$ cat config.mk
export PLATFORM = sky130hd
export DESIGN_NAME = j_txer2
export DESIGN_NICKNAME = d
export VERILOG_FILES = /design/src/rtl/j_txer2.sv
export SDC_FILE = /design/constraint.sdc
export NUM_CORES = 1
export LEC_CHECK = 0
export CORE_MARGIN = 5
export CORE_UTILIZATION = 54
export DETAILED_ROUTE_END_ITERATION = 10
export PLACE_DENSITY = 0.79
export SLEW_MARGIN = 5
export SYNTH_ARGS = -nofsm -noshare
export SYNTH_HDL_FRONTEND = slang
export SYNTH_SLANG_ARGS = --single-unit
$ cat constraint.sdc
create_clock -name sys_clk -period 2.63 [get_ports sys_clk]
set_clock_uncertainty 0.2 [all_clocks]
set_input_delay 0.526 -clock sys_clk [delete_from_list [all_inputs] [get_ports sys_clk]]
set_output_delay 0.526 -clock sys_clk [all_outputs]
set_load 0.05 [all_outputs]
$ cat src/rtl/j_txer2.sv
// j_txer2: buffered UART transmitter (start / DW data LSB-first / optional parity / 1-2 stop).
// Define J_TXER2_FIFO_EN for a DEPTH-entry TX FIFO; otherwise a single holding register is used.
module j_txer2 #(
    parameter int unsigned DW    = 8,
    parameter int unsigned DEPTH = 4,
    localparam int unsigned CW   = $clog2(DEPTH + 1)
) (
    input  logic          sys_clk,
    input  logic          resetl,
    input  logic [DW-1:0] din,
    input  logic          u2dwr,
    input  logic          paren,
    input  logic          even,
    input  logic          stop2,
    input  logic          bx16,
    input  logic          txpol,
    input  logic          txbrk,
    output logic          serout,
    output logic          tbe,
    output logic          tfull,
    output logic [CW-1:0] tcount,
    output logic          tidle,
    output logic          ovf
);

    localparam int unsigned BW = $clog2(DW + 1);

    typedef enum logic [2:0] {StIdle, StStart, StData, StParity, StStop} state_e;

    state_e          r_state;
    logic [3:0]      r_tick;
    logic [BW-1:0]   r_bitcnt;
    logic [DW-1:0]   r_shift;
    logic            r_paren;
    logic            r_stop2;
    logic            r_parbit;
    logic            r_line;
    logic            r_ovf;

    logic            w_empty;
    logic            w_full;
    logic [DW-1:0]   w_head;
    logic            w_start;
    logic            w_pop;
    logic            w_push;
    logic            w_bit_end;

    assign w_start   = (r_state == StIdle) & bx16 & ~w_empty & ~txbrk;
    assign w_pop     = w_start;
    // A full buffer still accepts a write when the head is leaving in the same cycle.
    assign w_push    = u2dwr & (~w_full | w_pop);
    assign w_bit_end = bx16 & (r_tick == 4'hf);

`ifdef J_TXER2_FIFO_EN
    localparam int unsigned AW = $clog2(DEPTH);

    logic [DW-1:0] r_mem [DEPTH];
    logic [AW-1:0] r_wptr;
    logic [AW-1:0] r_rptr;
    logic [CW-1:0] r_count;

    assign w_empty = (r_count == '0);
    assign w_full  = (r_count == CW'(DEPTH));
    assign w_head  = r_mem[r_rptr];
    assign tcount  = r_count;

    always_ff @(posedge sys_clk) begin
        if (w_push) r_mem[r_wptr] <= din;
    end

    always_ff @(posedge sys_clk or negedge resetl) begin
        if (!resetl) begin
            r_wptr  <= '0;
            r_rptr  <= '0;
            r_count <= '0;
        end else begin
            if (w_push) r_wptr <= r_wptr + AW'(1);
            if (w_pop)  r_rptr <= r_rptr + AW'(1);
            if (w_push && !w_pop)      r_count <= r_count + CW'(1);
            else if (!w_push && w_pop) r_count <= r_count - CW'(1);
        end
    end
`else
    logic [DW-1:0] r_hold;
    logic          r_hvalid;

    assign w_empty = ~r_hvalid;
    assign w_full  = r_hvalid;
    assign w_head  = r_hold;
    assign tcount  = CW'(r_hvalid);

    always_ff @(posedge sys_clk or negedge resetl) begin
        if (!resetl) begin
            r_hold   <= '0;
            r_hvalid <= 1'b0;
        end else if (w_push) begin
            r_hold   <= din;
            r_hvalid <= 1'b1;
        end else if (w_pop) begin
            r_hvalid <= 1'b0;
        end
    end
`endif

    // Line level is registered from the state being entered, so it lands the cycle after the edge.
    always_ff @(posedge sys_clk or negedge resetl) begin
        if (!resetl) begin
            r_state  <= StIdle;
            r_tick   <= '0;
            r_bitcnt <= '0;
            r_shift  <= '0;
            r_paren  <= 1'b0;
            r_stop2  <= 1'b0;
            r_parbit <= 1'b0;
            r_line   <= 1'b1;
            r_ovf    <= 1'b0;
        end else begin
            r_ovf <= u2dwr & ~w_push;
            if (bx16 && r_state != StIdle) r_tick <= r_tick + 4'd1;
            case (r_state)
                StIdle: begin
                    r_line <= 1'b1;
                    if (w_start) begin
                        r_state  <= StStart;
                        r_shift  <= w_head;
                        r_paren  <= paren;
                        r_stop2  <= stop2;
                        r_parbit <= even ? ^w_head : ~^w_head;
                        r_tick   <= '0;
                        r_bitcnt <= '0;
                        r_line   <= 1'b0;
                    end
                end
                StStart: begin
                    r_line <= 1'b0;
                    if (w_bit_end) begin
                        r_state <= StData;
                        r_line  <= r_shift[0];
                    end
                end
                StData: begin
                    r_line <= r_shift[0];
                    if (w_bit_end) begin
                        if (r_bitcnt == BW'(DW - 1)) begin
                            r_bitcnt <= '0;
                            if (r_paren) begin
                                r_state <= StParity;
                                r_line  <= r_parbit;
                            end else begin
                                r_state <= StStop;
                                r_line  <= 1'b1;
                            end
                        end else begin
                            r_shift  <= r_shift >> 1;
                            r_bitcnt <= r_bitcnt + BW'(1);
                            r_line   <= r_shift[1];
                        end
                    end
                end
                StParity: begin
                    r_line <= r_parbit;
                    if (w_bit_end) begin
                        r_state <= StStop;
                        r_line  <= 1'b1;
                    end
                end
                StStop: begin
                    r_line <= 1'b1;
                    if (w_bit_end) begin
                        if (r_stop2 && r_bitcnt == '0) begin
                            r_bitcnt <= BW'(1);
                        end else begin
                            r_bitcnt <= '0;
                            r_state  <= StIdle;
                        end
                    end
                end
                default: r_state <= StIdle;
            endcase
            // Break masks the line only; the frame timing above keeps running.
            if (txbrk) r_line <= 1'b0;
        end
    end

    assign serout = r_line ^ txpol;
    assign tbe    = w_empty;
    assign tfull  = w_full;
    assign tidle  = w_empty & (r_state == StIdle);
    assign ovf    = r_ovf;

endmodule

==> metrics.txt <==
outcome finished, final reports clean; CP bufs+invs 1; Worst-Margin Slew 0.517 ns; max cap viols 0; critical path, cell by cell or3_1, nor2_1, buf_12; crit-path leading delay family simple AND/OR/NAND/NOR gates; clk slew on worst S/H paths approximately 0.10 ns; routed wire length 3610 um; GR met2 Demand/Resource a little under a third; Top Ports 25; fillcell total about 280; kind of critical path reg -> out; Slew Limit Headroom between 60% and 70%; top cells by area, synth dfrtp_1 44%, mux2_2 5.6%, mux2i_1 4.4%; hold-fix buffers at CTS 0; post-route setup TNS 0 ns; PnR worst setup slack 0.112 ns; drt pass-1 iters 4; largest net degree at the start of global routing 34; die width about 68 um; commonest register cell after synthesis dfrtp_1; CP Capture Type output pin; RSZ-0062 raised after global routing false; Period minus WS final between 2 and 3 ns; worst vdd ir 0.000568 V; DP HPWL 2710 um; Starting DRT DRC Count 114; busiest layer in global routing met2; CP peak stage delay approximately 0.54 ns; final period utilization a little over nine tenths; fmax between 0.3 and 0.4 GHz; Root Driver clkbuf_4; Port Buf Inserts 22; core area around 0.0033 mm^2; sequential element share of the synthesized area approximately 46%; Crit-path slowest cell or3_1; setup repair bufs after CTS 0; Skew-Pair Late Insertion Delay 0.34 ns; wire per inst around 15 um; Nets between 200 and 250; crit-path max FO 10; global-route wire length before repair approximately 6000 um; Post-Syn Area 0.00181 mm^2; cells after synthesis around 170; PwrDens about 1100 mW/mm^2; EDFF count, synth 0; clock sink total 33; hold crit path type reg -> reg; total CTS buffers 5; vias between 1000 and 1500; Final setup viols 0; arrival time at the worst endpoint approximately 1.8 ns; vias in the first global route ~1400; Slew Limit Fails 0; Synth warnings 0; CTS tree yes; via/cell ratio about 5.5; most frequent cell after synthesis dfrtp_1; Tot GR Track Use roughly 18%; Initial Utilization between 50% and 60%; GRT met1 Usage between 20% and 30%; Final Hold Viols 0; Cell Rows 21; top cells by count, synth 32 x dfrtp_1, 16 x nand2_1, 15 x o21ai_0; die footprint between 0.004 and 0.005 mm^2; post-synthesis register bit count 33; die height roughly 68 um; CP Data Required Time between 1.5 and 2 ns; share of layout cells above drive strength 1 approximately 17%; post-cts resize count 0; drc violations 0; initial antenna violation count 0; Post-DRT Antenna Nets 0; Synth cell types 48; n_diodes 0; post-synth top area share between 40% and 50%; met3 Use GR under 10%; Final GP Congestion 0.958; Worst Setup Slack post-DPL around 0.15 ns; area grow syn2layout 15.9%; Congestion Overflow GR 0; Avg Synthesized Cell Area between 10 and 15 um^2; crit start category register; H-tree depth 2; leakage ~0.95 nW; ys async rst share 100%; clk buf depth 2; Yosys top cell by area dfrtp_1
## cell families after synthesis
kind of cell	after synthesis	synth area share (%)
compound gates	41	14.3
other cells	1	0.207
fa+ha+maj	3	2.07
buf+inv	18	7.52
xor+xnor	10	4.83
simple gates	48	14.1
flops	33	45.6
mux	19	11.4
## worst paths after layout
path,depth (start not counted),slack [ns],start,endpoint
worst max register to register,5,0.47,r_state[1],r_shift[7]
max in group asynchronous,2,1.51,resetl,r_line
worst min register to register,2,0.29,r_shift[6],r_shift[6]
worst min-delay path,2,0.29,r_shift[6],r_shift[6]
worst max-delay path,3,0.11,r_state[2],tidle
min in group asynchronous,2,0.39,resetl,r_state[2]
## routing by layer
metal | vias up | share of wire (%)
met5 | - | 0
met4 | 0 | 1.6
met3 | 7 | 7.3
met2 | 48 | 50
met1 | 647 | 41
li1 | 655 | -
## cell usage in the layout, fill, tap and decap left out, types with 2 or more instances in the layout
cell	count
buf_4	7
conb_1	2
or3_1	2
nand2_1	16
clkbuf_1	3
mux2_2	9
o21ai_0	15
mux2i_1	8
a21oi_1	9
nand3b_1	2
clkbuf_4	5
ha_1	3
o21ai_2	2
inv_1	6
nand3_1	4
xor2_1	4
buf_12	2
clkdlybuf4s50_1	20
xnor2_1	6
dfrtp_1	32
nor2_1	9
a31oi_1	5
nor3_1	3
## power by group
| group | leakage, nW | total [mW] | switching (mW) | internal (mW) |
|---|---|---|---|---|
| clock | 0.0265 | 0.269 | 0.163 | 0.106 |
| combinational | 0.513 | 1.09 | 0.562 | 0.530 |
| sequential | 0.411 | 0.945 | 0.219 | 0.725 |
| total | 0.950 | 2.31 | 0.945 | 1.36 |
## state kept, by name (all words and copies together), names as in the netlist
name	flops
ovf	1
r_line	1
r_state	3
r_paren	1
r_shift	8
r_tick	4
tfull	1
r_bitcnt	4
r_hold	8
r_stop2	1
r_parbit	1
## area by class of cell
class / instances / area (um^2) / share of cell area, %
multi-input combinational: 123 / 855 / 40.6
sequential: 33 / 827 / 39.3
tap: 46 / 57.6 / 2.74
inverter: 6 / 22.5 / 1.07
clock buffer: 8 / 48.8 / 2.32
timing repair buffer: 29 / 293 / 13.9
## stage by stage
step	area, um^2	std cells	hold WS (ns)	power [mW]	utilization, %
2_1_floorplan	1820	174	0.0304	1.82	-
3_3_place_gp	2050	237	0.265	1.99	62.6
3_5_place_dp	2050	237	0.276	2.05	62.6
4_1_cts	2100	245	0.298	2.32	64.0
5_1_grt	2100	245	0.334	2.49	64.0
6_report	2100	245	0.293	2.31	64.0
## worst reg2reg max path: stages (launching register included)
cell	delay, ns
dfrtp_1	0.57
or3b_1	0.46
buf_4	0.22
nor2_1	0.14
o22ai_2	0.20
a32o_1	0.26
No activity file was read; power rests on OpenSTA's default activity.
